### config.mk
export PLATFORM = sky130hd
export DESIGN_NAME = vram_arbiter_flat
export DESIGN_NICKNAME = d
export VERILOG_FILES = /design/src/rtl/vram_arbiter_if.sv /design/src/rtl/vram_arbiter.sv /design/src/flat_wrapper.sv
export SDC_FILE = /design/constraint.sdc
export NUM_CORES = 1
export LEC_CHECK = 0
export ABC_AREA = 1
export CORE_AREA = 2 2 87 89
export DETAILED_ROUTE_END_ITERATION = 16
export DIE_AREA = 0 0 89 91
export PLACE_DENSITY = 0.79
export SETUP_SLACK_MARGIN = 0.5
export SYNTH_ARGS = -nofsm -noshare
export SYNTH_HDL_FRONTEND = slang
export SYNTH_SLANG_ARGS = --single-unit
### constraint.sdc
create_clock -name clk -period 3.7 [get_ports clk]
set_input_delay 0.74 -clock clk [delete_from_list [all_inputs] [get_ports clk]]
set_output_delay 0.74 -clock clk [all_outputs]
set_load 0.1 [all_outputs]
### src/rtl/vram_arbiter_if.sv
// vram_arbiter_if: requester, engine and status signals of vram_arbiter.
// slave = arbiter view, master = surrounding SoC view.
interface vram_arbiter_if #(
  parameter int ADDR_W = 13,
  parameter int DATA_W = 16
) ();
  // Display scan-out requester
  logic              disp_req;
  logic [ADDR_W-1:0] disp_addr;
  logic              disp_ack;
  logic [DATA_W-1:0] disp_rdata;
  // CPU screen-memory requester
  logic              cpu_req;
  logic              cpu_we;
  logic [ADDR_W-1:0] cpu_addr;
  logic [DATA_W-1:0] cpu_wdata;
  logic              cpu_ack;
  logic [DATA_W-1:0] cpu_rdata;
  // QSPI transaction engine
  logic              mem_start;
  logic              mem_we;
  logic [ADDR_W-1:0] mem_addr;
  logic [DATA_W-1:0] mem_wdata;
  logic              mem_busy;
  logic              mem_done;
  logic [DATA_W-1:0] mem_rdata;
  // Status
  logic              owner;
  logic              arb_busy;

  modport slave (
    input  disp_req, disp_addr,
    input  cpu_req, cpu_we, cpu_addr, cpu_wdata,
    input  mem_busy, mem_done, mem_rdata,
    output disp_ack, disp_rdata,
    output cpu_ack, cpu_rdata,
    output mem_start, mem_we, mem_addr, mem_wdata,
    output owner, arb_busy
  );

  modport master (
    output disp_req, disp_addr,
    output cpu_req, cpu_we, cpu_addr, cpu_wdata,
    output mem_busy, mem_done, mem_rdata,
    input  disp_ack, disp_rdata,
    input  cpu_ack, cpu_rdata,
    input  mem_start, mem_we, mem_addr, mem_wdata,
    input  owner, arb_busy
  );
endinterface

### src/rtl/vram_arbiter.sv
// vram_arbiter: shares one VRAM QSPI engine between display and CPU.
// Ports: clk, reset (sync, active-high), bus (vram_arbiter_if.slave).
module vram_arbiter #(
  parameter int ADDR_W       = 13,
  parameter int DATA_W       = 16,
  parameter int MAX_DISP_RUN = 4
) (
  input logic           clk,
  input logic           reset,
  vram_arbiter_if.slave bus
);

  localparam logic [1:0] IDLE  = 2'd0;
  localparam logic [1:0] ISSUE = 2'd1;
  localparam logic [1:0] WAIT  = 2'd2;
  localparam logic [1:0] RESP  = 2'd3;

  localparam logic [3:0] RUN_MAX = 4'(MAX_DISP_RUN);

  logic [1:0] state;
  logic [1:0] state_nx;
  logic [3:0] disp_run;
  logic [3:0] run_nx;
  logic       grant;
  logic       grant_cpu;
  logic       done_rd;

  // Display wins contention until it has taken RUN_MAX
  // grants in a row while the CPU was waiting.
  always_comb begin
    grant     = 1'b0;
    grant_cpu = 1'b0;
    if (state == IDLE) begin
      unique case (1'b1)
        bus.disp_req && bus.cpu_req: begin
          grant     = 1'b1;
          grant_cpu = (disp_run >= RUN_MAX);
        end
        bus.disp_req && !bus.cpu_req: begin
          grant = 1'b1;
        end
        !bus.disp_req && bus.cpu_req: begin
          grant     = 1'b1;
          grant_cpu = 1'b1;
        end
        default: begin
          grant = 1'b0;
        end
      endcase
    end
  end

  always_comb begin
    run_nx = disp_run;
    if (grant) begin
      if (grant_cpu || !bus.cpu_req)
        run_nx = 4'd0;
      else if (disp_run < RUN_MAX)
        run_nx = disp_run + 4'd1;
    end
  end

  always_comb begin
    state_nx = state;
    unique case (state)
      IDLE:  if (grant) state_nx = ISSUE;
      ISSUE: if (!bus.mem_busy) state_nx = WAIT;
      WAIT:  if (bus.mem_done) state_nx = RESP;
      RESP:  state_nx = IDLE;
      default: state_nx = IDLE;
    endcase
  end

  assign done_rd = (state == WAIT) && bus.mem_done && !bus.mem_we;

  always_ff @(posedge clk) begin
    if (reset) begin
      state          <= IDLE;
      disp_run       <= 4'd0;
      bus.disp_ack   <= 1'b0;
      bus.cpu_ack    <= 1'b0;
      bus.disp_rdata <= {DATA_W{1'b0}};
      bus.cpu_rdata  <= {DATA_W{1'b0}};
      bus.mem_start  <= 1'b0;
      bus.mem_we     <= 1'b0;
      bus.mem_addr   <= {ADDR_W{1'b0}};
      bus.mem_wdata  <= {DATA_W{1'b0}};
      bus.owner      <= 1'b0;
      bus.arb_busy   <= 1'b0;
    end else begin
      state        <= state_nx;
      disp_run     <= run_nx;
      // start is registered: it fires in the first WAIT cycle
      bus.mem_start <= (state == ISSUE) && !bus.mem_busy;
      bus.disp_ack  <= (state == WAIT) && bus.mem_done && !bus.owner;
      bus.cpu_ack   <= (state == WAIT) && bus.mem_done && bus.owner;
      bus.arb_busy  <= (state_nx != IDLE);
      if (grant) begin
        bus.owner <= grant_cpu;
        bus.mem_we <= grant_cpu && bus.cpu_we;
        if (grant_cpu) begin
          bus.mem_addr  <= bus.cpu_addr;
          bus.mem_wdata <= bus.cpu_wdata;
        end else begin
          bus.mem_addr  <= bus.disp_addr;
          bus.mem_wdata <= {DATA_W{1'b0}};
        end
      end
      if (done_rd) begin
        if (bus.owner)
          bus.cpu_rdata <= bus.mem_rdata;
        else
          bus.disp_rdata <= bus.mem_rdata;
      end
    end
  end

endmodule

### src/flat_wrapper.sv
// flat-port wrapper written by rule: the top's interface ports become plain ports
module vram_arbiter_flat 
#(
  parameter int ADDR_W       = 13,
  parameter int DATA_W       = 16,
  parameter int MAX_DISP_RUN = 4
)
  (clk, reset, bus_disp_req, bus_disp_addr, bus_cpu_req, bus_cpu_we, bus_cpu_addr, bus_cpu_wdata, bus_mem_busy, bus_mem_done, bus_mem_rdata, bus_disp_ack, bus_disp_rdata, bus_cpu_ack, bus_cpu_rdata, bus_mem_start, bus_mem_we, bus_mem_addr, bus_mem_wdata, bus_owner, bus_arb_busy);
  vram_arbiter_if #(.ADDR_W(ADDR_W), .DATA_W(DATA_W)) bus_i ();
  input logic clk;
  input logic reset;
  input wire logic [$bits(bus_i.disp_req)-1:0] bus_disp_req;
  input wire logic [$bits(bus_i.disp_addr)-1:0] bus_disp_addr;
  input wire logic [$bits(bus_i.cpu_req)-1:0] bus_cpu_req;
  input wire logic [$bits(bus_i.cpu_we)-1:0] bus_cpu_we;
  input wire logic [$bits(bus_i.cpu_addr)-1:0] bus_cpu_addr;
  input wire logic [$bits(bus_i.cpu_wdata)-1:0] bus_cpu_wdata;
  input wire logic [$bits(bus_i.mem_busy)-1:0] bus_mem_busy;
  input wire logic [$bits(bus_i.mem_done)-1:0] bus_mem_done;
  input wire logic [$bits(bus_i.mem_rdata)-1:0] bus_mem_rdata;
  output wire logic [$bits(bus_i.disp_ack)-1:0] bus_disp_ack;
  output wire logic [$bits(bus_i.disp_rdata)-1:0] bus_disp_rdata;
  output wire logic [$bits(bus_i.cpu_ack)-1:0] bus_cpu_ack;
  output wire logic [$bits(bus_i.cpu_rdata)-1:0] bus_cpu_rdata;
  output wire logic [$bits(bus_i.mem_start)-1:0] bus_mem_start;
  output wire logic [$bits(bus_i.mem_we)-1:0] bus_mem_we;
  output wire logic [$bits(bus_i.mem_addr)-1:0] bus_mem_addr;
  output wire logic [$bits(bus_i.mem_wdata)-1:0] bus_mem_wdata;
  output wire logic [$bits(bus_i.owner)-1:0] bus_owner;
  output wire logic [$bits(bus_i.arb_busy)-1:0] bus_arb_busy;
  assign bus_i.disp_req = bus_disp_req;
  assign bus_i.disp_addr = bus_disp_addr;
  assign bus_i.cpu_req = bus_cpu_req;
  assign bus_i.cpu_we = bus_cpu_we;
  assign bus_i.cpu_addr = bus_cpu_addr;
  assign bus_i.cpu_wdata = bus_cpu_wdata;
  assign bus_i.mem_busy = bus_mem_busy;
  assign bus_i.mem_done = bus_mem_done;
  assign bus_i.mem_rdata = bus_mem_rdata;
  assign bus_disp_ack = bus_i.disp_ack;
  assign bus_disp_rdata = bus_i.disp_rdata;
  assign bus_cpu_ack = bus_i.cpu_ack;
  assign bus_cpu_rdata = bus_i.cpu_rdata;
  assign bus_mem_start = bus_i.mem_start;
  assign bus_mem_we = bus_i.mem_we;
  assign bus_mem_addr = bus_i.mem_addr;
  assign bus_mem_wdata = bus_i.mem_wdata;
  assign bus_owner = bus_i.owner;
  assign bus_arb_busy = bus_i.arb_busy;
  vram_arbiter #(.ADDR_W(ADDR_W), .DATA_W(DATA_W), .MAX_DISP_RUN(MAX_DISP_RUN)) u_core (.clk(clk), .reset(reset), .bus(bus_i));
endmodule
==> out/qor.txt, run 1 <==
Hold Path Stages: 2
Hold Buf Count CTS: 0
Hold Crit Start: u_core.disp_run[3]$_SDFFE_PP0P_
# port buffers: 131
Layout Cells excl Fill: 608
share of power burned in combinational logic: 28.7%
vias per cell: 4.78
R2R depth: 5
Worst slew margin: 32.6%
Slew Limit Fails: 0
# nets final: 570
setup TNS: 0 ns
worst-path fanout max: 3
worst slew pin tran: 1.01 ns
Critical Path End Type: output port
Post-Synthesis Cell Area: 0.00291 sq mm
data arrival time of the critical path: 1.91 ns
clock tree buffer depth: 2
finished layout cell area: 0.00440 sq mm
Switching Share: 37.0%
R2R Path End: u_core.bus.disp_rdata[9]$_SDFFE_PP0P_
clock network power share: 28.2%
final hold vios: 0
largest incremental delay on the critical path: 1.17 ns
Worst Hold End: u_core.disp_run[3]$_SDFFE_PP0P_
WL final: 7530 um
# resized after CTS: 0
total track usage: 18.9%
pwr/cell area: 447 mW/mm^2
Final ANT Viol Nets: 0
antenna violations before repair: 0
max frequency: 0.377 GHz
final worst slack: 1.05 ns
Cells after Synth: 383
HP Class: reg -> reg
Final HPWL DP: 5360 um
Synth top area share: 50.3%
#FFs+latches synth: 73
Row Count: 31
Starting Density: 40.7%
detailed-route DRC error count: 0
Chip Width: 89 um
Core Region: 0.00714 sq mm
Int Pwr: 1.24 mW
P_sw: 0.729 mW
CTS buffer count: 9
maxcap violations: 0
ant diodes: 0
drt first pass iters: 4
htree depth: 3
Die Area: 0.00810 sq mm
Synth Area in Simple Gates: 31.5%
wire per inst: 12.4 um
share of cells above drive strength 1: 6.48%
CTS clk-pin slew, worst paths: 0.08 ns
RSZ-0062 raised after global routing: false
first-pass GRT wire length: 12,300 um
XOR/XNOR Fraction of Synth Area: 0.301%
gpl congestion: 0.863
Inst Count DP: 592
final clock skew: 0.0107 ns
worst ir drop on vdd: 265 uV
mux contribution to synthesized area: 0%
run status: completed
Post-Place Setup Slack: 1.05 ns
Finish-stage setup viols: 0
CP Launch Type: register
register share of total power: 43.1%
Iteration-0 DRC Markers: 94
placed cell area: 0.00422 sq mm
clk_lat worst skew: 0.34 ns
slowest CP cell: clkdlybuf4s50_1
Leak: 1.68 nW
register area share after synthesis: 50.3%
clock sink count: 73
Compound-Gate Fraction of Synth Area: 9.51%
most common cell after layout, fill and taps aside: clkdlybuf4s50_1
CTS Root Cell: clkbuf_8
largest net degree at the start of global routing: 41
Syn Area/Cell: 7.59 sq um
IO Count: 132
Synth area leader: dfxtp_1
critical path class: reg -> out
TritonCTS clock tree: built
reg2reg start: u_core.bus.owner$_SDFFE_PP0P_
period utilization: 71.7%
total gr overflow: 0
library cells used by synthesis: 23
routed vias: 2,909
largest family of logic cells by synthesized area: simple AND/OR/NAND/NOR gates
fin crit period: 2.65 ns
Post-CTS Setup Bufs: 0
Die H: 91 um
adder-cell share of the synthesized area: 0.430%
CP top delay family: buffers and inverters
vias in the first global route: 2,725
worst path bufs/invs: 1
Yosys warning count: 0
R2R setup slack: 1.90 ns
Synth area leaders: dfxtp_1 (50%), nand2_1 (13%), nand3_1 (11%)
Layout area overhead: 51.3%
Mapped Nets: 449
crit-path cells: clkdlybuf4s50_1
CP Data Required Time: 2.96 ns
most frequent cells in the layout: clkdlybuf4s50_1 (129), nand2_1 (101), dfxtp_1 (73)
==> area by class of cell <==
class	count	area, sq um
Clock buffer	9	124
Clock inverter	7	56.3
Fill cell	651	2740
Inverter	24	92.6
Multi-Input combinational cell	262	1210
Sequential cell	73	1460
Tap cell	99	124
Timing Repair Buffer	134	1330
==> power groups by stage <==
| stage | logic, mW | registers [mW] | clock network [mW] |
|---|---|---|---|
| after global placement | 0.563 | 0.865 | 0 |
| after floorplan | 0.160 | 1.11 | 0 |
| final | 0.565 | 0.848 | 0.555 |
| after CTS | 0.568 | 0.848 | 0.575 |
| after detailed placement | 0.566 | 0.866 | 0 |
| after global routing | 0.603 | 0.853 | 0.617 |
==> Yosys cell counts <==
| cell | n |
|---|---|
| clkinv_1 | 1 |
| inv_1 | 19 |
| dfxtp_1 | 73 |
| nor2_1 | 31 |
| nand3_1 | 61 |
| inv_2 | 3 |
| ha_1 | 1 |
| inv_4 | 1 |
| nand2_2 | 2 |
| a31oi_1 | 1 |
| nand2_1 | 101 |
| o21ai_0 | 2 |
| nand3_4 | 1 |
| nand2_4 | 2 |
| a21oi_1 | 52 |
| clkbuf_1 | 10 |
| nor2_4 | 2 |
| buf_6 | 3 |
| buf_4 | 5 |
| xnor2_1 | 1 |
| buf_2 | 6 |
| nor3_1 | 4 |
| nor2_8 | 1 |
==> routing by layer <==
layer  share of wire, %  global-route usage [%]
met2                 44                    29.5
met5                  0                       0
met1                 44                    24.4
met4                1.3                    4.98
met3                 10                    7.27
==> flip-flops by register name, indices dropped and copies added, names as in the netlist <==
signal / cells
u_core.bus.disp_ack: 1
u_core.bus.cpu_rdata: 16
u_core.disp_run: 4
u_core.bus.arb_busy: 1
u_core.bus.disp_rdata: 16
u_core.bus.mem_wdata: 16
u_core.bus.mem_addr: 13
u_core.state: 2
u_core.bus.owner: 1
u_core.bus.mem_start: 1
u_core.bus.cpu_ack: 1
u_core.bus.mem_we: 1
==> cells by family (layout without fill, tap and decap cells) <==
kind of cell | count (synthesis) | after routing
compound gates | 55 | 55
fa+ha+maj | 1 | 1
simple gates | 205 | 205
flops | 73 | 73
buf+inv | 48 | 174
xor+xnor | 1 | 1
==> worst max-delay path by stage <==
stage                                         startpoint                                     end  slack (ns)  depth (start not counted)
after floorplan            u_core.bus.owner$_SDFFE_PP0P_  u_core.bus.disp_rdata[10]$_SDFFE_PP0P_        1.64                          5
after global placement                       bus_cpu_req    u_core.bus.mem_wdata[8]$_SDFFE_PP0P_        1.13                          6
after detailed placement                     bus_cpu_req   u_core.bus.mem_wdata[14]$_SDFFE_PP0P_        1.05                          6
after CTS                 u_core.bus.mem_we$_SDFFE_PP0P_                              bus_mem_we        1.01                          1
after global routing      u_core.bus.mem_we$_SDFFE_PP0P_                              bus_mem_we        0.98                          1
final                     u_core.bus.mem_we$_SDFFE_PP0P_                              bus_mem_we        1.05                          1
==> metrics by stage <==
step / hold WS, ns / total power, mW / utilization, %
after floorplan: 0.425 / 1.27 / -
after global placement: 0.444 / 1.43 / 59.1
after detailed placement: 0.452 / 1.43 / 59.1
after CTS: 0.463 / 1.99 / 61.6
after global routing: 0.477 / 2.07 / 61.6
final: 0.459 / 1.97 / 61.6
No activity file was read; power rests on OpenSTA's default activity.
==> inputs of run 2 (changes only) <==
--- a/config.mk
+++ b/config.mk
@@ -6,10 +6,10 @@
 export NUM_CORES = 1
 export LEC_CHECK = 0
 export ABC_AREA = 1
-export CORE_AREA = 2 2 87 89
+export CORE_AREA = 2 2 92 94
 export DETAILED_ROUTE_END_ITERATION = 16
-export DIE_AREA = 0 0 89 91
-export PLACE_DENSITY = 0.79
+export DIE_AREA = 0 0 94 96
+export PLACE_DENSITY = 0.74
 export SETUP_SLACK_MARGIN = 0.5
 export SYNTH_ARGS = -nofsm -noshare
 export SYNTH_HDL_FRONTEND = slang
==> constraint.sdc (replaced) <==
create_clock -name clk -period 2.32 [get_ports clk]
set_input_delay 0.464 -clock clk [delete_from_list [all_inputs] [get_ports clk]]
set_output_delay 0.464 -clock clk [all_outputs]
set_load 0.1 [all_outputs]
==> out/qor.txt, run 2 (same netlist as run 1, synthesis figures left out) <==
setup TNS: 0 ns
HP Class: reg -> reg
clk_lat worst skew: 0.35 ns
wire per inst: 12.7 um
CTS buffer count: 9
TritonCTS clock tree: built
Post-Place Setup Slack: 0.272 ns
antenna violations before repair: 0
data arrival time of the critical path: 1.87 ns
critical path class: in -> reg
CP Launch Type: input pin
Power Total: 3.19 mW
first-pass GRT wire length: 12,600 um
period utilization: 71.6%
most common cell after layout, fill and taps aside: nand2_1
# nets final: 575
CTS Root Cell: clkbuf_8
maxcap violations: 0
detailed-route DRC error count: 0
Leak: 1.84 nW
pwr/cell area: 739 mW/mm^2
register share of total power: 42.5%
final worst slack: 0.659 ns
Die H: 96 um
total gr overflow: 0
Core Region: 0.00805 sq mm
Slew Limit Fails: 0
vias per cell: 4.71
routed vias: 2,918
CTS clk-pin slew, worst paths: 0.09 ns
clock network power share: 29.2%
RSZ-0062 raised after global routing: false
Iteration-0 DRC Markers: 68
placed cell area: 0.00414 sq mm
share of power burned in combinational logic: 28.2%
Finish-stage setup viols: 0
most frequent cells in the layout: nand2_1 (101), buf_4 (72), dfxtp_1 (72)
P_sw: 1.21 mW
Starting Density: 36.1%
Inst Count DP: 603
Layout area overhead: 48.6%
max frequency: 0.602 GHz
Critical Path End Type: register
# port buffers: 131
final hold slack: 0.461 ns
ant diodes: 0
Layout Cells excl Fill: 619
IO Count: 132
Final Util: 53.7%
Largest regs: u_core.bus.cpu_rdata (16), u_core.bus.disp_rdata (16), u_core.bus.mem_wdata (16)
total track usage: 17.6%
Chip Width: 94 um
vias in the first global route: 2,760
run status: completed
fin crit period: 1.66 ns
worst slew pin tran: 0.628 ns
Worst slew margin: 58.1%
final clock skew: 0.0136 ns
Int Pwr: 1.98 mW
clock tree buffer depth: 2
final hold vios: 0
WL final: 7860 um
Hold Buf Count CTS: 0
Die Area: 0.00902 sq mm
Post-CTS Setup Bufs: 0
worst ir drop on vdd: 372 uV
fill cell count: 763
# resized after CTS: 0
gpl congestion: 0.806
Row Count: 33
Final HPWL DP: 5760 um
largest net degree at the start of global routing: 31
htree depth: 3
worst-path fanout max: 16
drt first pass iters: 4
Final ANT Viol Nets: 0
share of cells above drive strength 1: 20.4%
clock sink count: 73
finished layout cell area: 0.00432 sq mm
Switching Share: 37.9%
CP Data Required Time: 2.53 ns
-- run 2: cell count changes in the layout (fill, tap and decap cells not counted) --
cell	change
buf_4	+68
clkdlybuf4s50_1	-66
buf_12	+3
inv_6	+3
clkinv_4	-2
clkinv_2	-1
dfxtp_1	-1
dfxtp_2	+1
-- run 2: final timing paths --
| check | start | endpoint | slack, ns | cells after the start |
|---|---|---|---|---|
| worst max-delay path | bus_mem_done | u_core.bus.disp_rdata[6]$_SDFFE_PP0P_ | 0.66 | 6 |
| worst max register to register | u_core.state[0]$_SDFF_PP0_ | u_core.bus.disp_rdata[6]$_SDFFE_PP0P_ | 0.85 | 6 |
| worst min register to register | u_core.disp_run[3]$_SDFFE_PP0P_ | u_core.disp_run[3]$_SDFFE_PP0P_ | 0.46 | 2 |
| worst min-delay path | u_core.disp_run[3]$_SDFFE_PP0P_ | u_core.disp_run[3]$_SDFFE_PP0P_ | 0.46 | 2 |
-- run 2: power groups by stage --
| stage | Clock (mW) | Combinational (mW) | Sequential (mW) |
|---|---|---|---|
| floorplan | 0 | 0.256 | 1.77 |
| global placement | 0 | 0.897 | 1.38 |
| detailed placement | 0 | 0.906 | 1.39 |
| CTS | 0.960 | 0.907 | 1.36 |
| global route | 1.01 | 0.955 | 1.37 |
| finish | 0.934 | 0.902 | 1.36 |
-- run 2: final cells by class --
class	instances	area, sq um	share of cell area, %
multi-input combinational	262	1210	28.1
inverter	24	92.6	2.14
sequential	73	1460	33.9
clock buffer	9	124	2.87
tap	105	131	3.04
timing repair buffer	139	1240	28.6
clock inverter	7	60.1	1.39
-- run 2: layer usage --
metal  share of wire [%]  GRT usage [%]
met1                  44           22.1
met2                  46           28.4
met3                 8.0           4.78
met4                 1.9           7.85
met5                   0              0
-- run 2: critical path, cell delays in order --
cell and delay, ns:
clkdlybuf4s50_1 0.51, nand3_4 0.12, nor2_4 0.30, nand2_2 0.28, nand2_1 0.12, a21oi_1 0.07
==> inputs of run 3 (changes only) <==
==> constraint.sdc (replaced) <==
create_clock -name clk -period 1.35 [get_ports clk]
set_input_delay 0.27 -clock clk [delete_from_list [all_inputs] [get_ports clk]]
set_output_delay 0.27 -clock clk [all_outputs]
set_load 0.1 [all_outputs]
==> out/qor.txt, run 3 (same netlist as run 1, synthesis figures left out) <==
run status: completed
WL final: 10,000 um
Final Util: 75.5%
slowest CP cell: dfxtp_2
routed vias: 3,228
FF/Latch Area: 0.00172 sq mm
Final HPWL DP: 6390 um
CTS clk-pin slew, worst paths: 0.08 ns
pwr/cell area: 1030 mW/mm^2
CTS Root Cell: clkbuf_8
worst ir drop on vdd: 652 uV
antenna violations before repair: 1
wire per inst: 15.5 um
Slew Limit Fails: 0
finished layout cell area: 0.00608 sq mm
most common cell after layout, fill and taps aside: nand2_1
fill cell count: 541
IO Count: 132
# nets final: 603
largest incremental delay on the critical path: 0.34 ns
vias in the first global route: 3,063
total gr overflow: 0
first-pass GRT wire length: 14,500 um
total track usage: 20.5%
clock tree buffer depth: 2
Final ANT Viol Nets: 0
worst-path fanout max: 4
gpl congestion: 0.825
Largest regs: u_core.bus.cpu_rdata (16), u_core.bus.disp_rdata (16), u_core.bus.mem_wdata (16)
largest net degree at the start of global routing: 72
CP Data Required Time: 1.61 ns
htree depth: 3
critical path class: reg -> reg
clk_lat worst skew: 0.35 ns
worst slew pin tran: 0.356 ns
most frequent cells in the layout: nand2_1 (89), buf_12 (73), dfxtp_4 (68)
Layout area overhead: 109%
Starting Density: 36.1%
RSZ-0062 raised after global routing: true
HP Class: in -> reg
Chip Width: 94 um
Worst slew margin: 76.3%
multi-input logic area: 0.00149 sq mm
fin crit period: 1.30 ns
final clock skew: 0.00962 ns
clock sink count: 73
Leak: 2.33 nW
share of cells above drive strength 1: 45.2%
placed cell area: 0.00533 sq mm
final hold vios: 0
final hold slack: 0.398 ns
maxcap violations: 0
max frequency: 0.770 GHz
Die Area: 0.00902 sq mm
detailed-route DRC error count: 0
Iteration-0 DRC Markers: 122
Hold Buf Count CTS: 0
Core Region: 0.00805 sq mm
drt first pass iters: 4
setup TNS: 0 ns
Critical Path End Type: register
crit-path cells: inv_4, nand3_4, nor2_4, buf_6, clkbuf_16, nand3_2, a21oi_1
CP Launch Type: register
# port buffers: 131
period utilization: 96.3%
vias per cell: 4.98
data arrival time of the critical path: 1.56 ns
CTS buffer count: 9
TritonCTS clock tree: built
Finish-stage setup viols: 0
Row Count: 33
Die H: 96 um
## run 3: path summary, 6_finish.rpt
kind	from	end	slack [ns]	cells past startpoint
worst max-delay path	u_core.state[0]$_SDFF_PP0_	u_core.bus.cpu_rdata[14]$_SDFFE_PP0P_	0.05	7
worst min register to register	u_core.bus.mem_wdata[1]$_SDFFE_PP0P_	u_core.bus.mem_wdata[1]$_SDFFE_PP0P_	0.49	2
worst max register to register	u_core.state[0]$_SDFF_PP0_	u_core.bus.cpu_rdata[14]$_SDFFE_PP0P_	0.05	7
worst min-delay path	reset	u_core.bus.mem_wdata[14]$_SDFFE_PP0P_	0.40	3
## run 3: routing by layer
metal	up-vias	wire (um)	GRT usage [%]
li1	1558	-	-
met2	138	5430	37.7
met4	0	164	6.40
met3	17	804	6.66
met1	1515	3640	22.4
met5	-	0	0
## run 3: power by group
part / internal, mW / switching (mW)
Sequential: 2.20 / 0.117
Combinational: 0.822 / 1.22
Clock: 1.04 / 0.849
## run 3: per-stage QoR
stage	total power [mW]	setup WS [ns]	instances
2_1_floorplan	3.48	0.142	383
3_3_place_gp	4.19	-0.276	608
3_5_place_dp	4.22	-0.333	608
4_1_cts	6.18	0.134	638
5_1_grt	6.50	0.0261	647
6_report	6.25	0.0506	648
## run 3: worst max-delay path: cells and delay by family (launching register included)
| kind | cells | cell delay [ns] |
|---|---|---|
| AND/OR/NAND/NOR | 3 | 0.30 |
| flip-flops | 1 | 0.34 |
| buffers and inverters | 3 | 0.38 |
| AO/OA/AOI/OAI | 1 | 0.18 |
## run 3: area by class of cell
cell class	count	area share (%)
timing repair buffer	167	39.6
sequential	73	28.3
multi-input combinational	262	24.5
tap	105	2.16
clock buffer	9	2.04
inverter	24	1.85
clock inverter	7	1.54
antenna	1	0.0412
## run 3: what timing repair did
| item | in CTS | in global routing |
|---|---|---|
| endpoints found under the setup margin | 139 | 140 |
| buffers inserted | 13 | 7 |
| resized for setup | 31 | 40 |
| gates cloned | 1 | 2 |
| pin swaps | 23 | 34 |
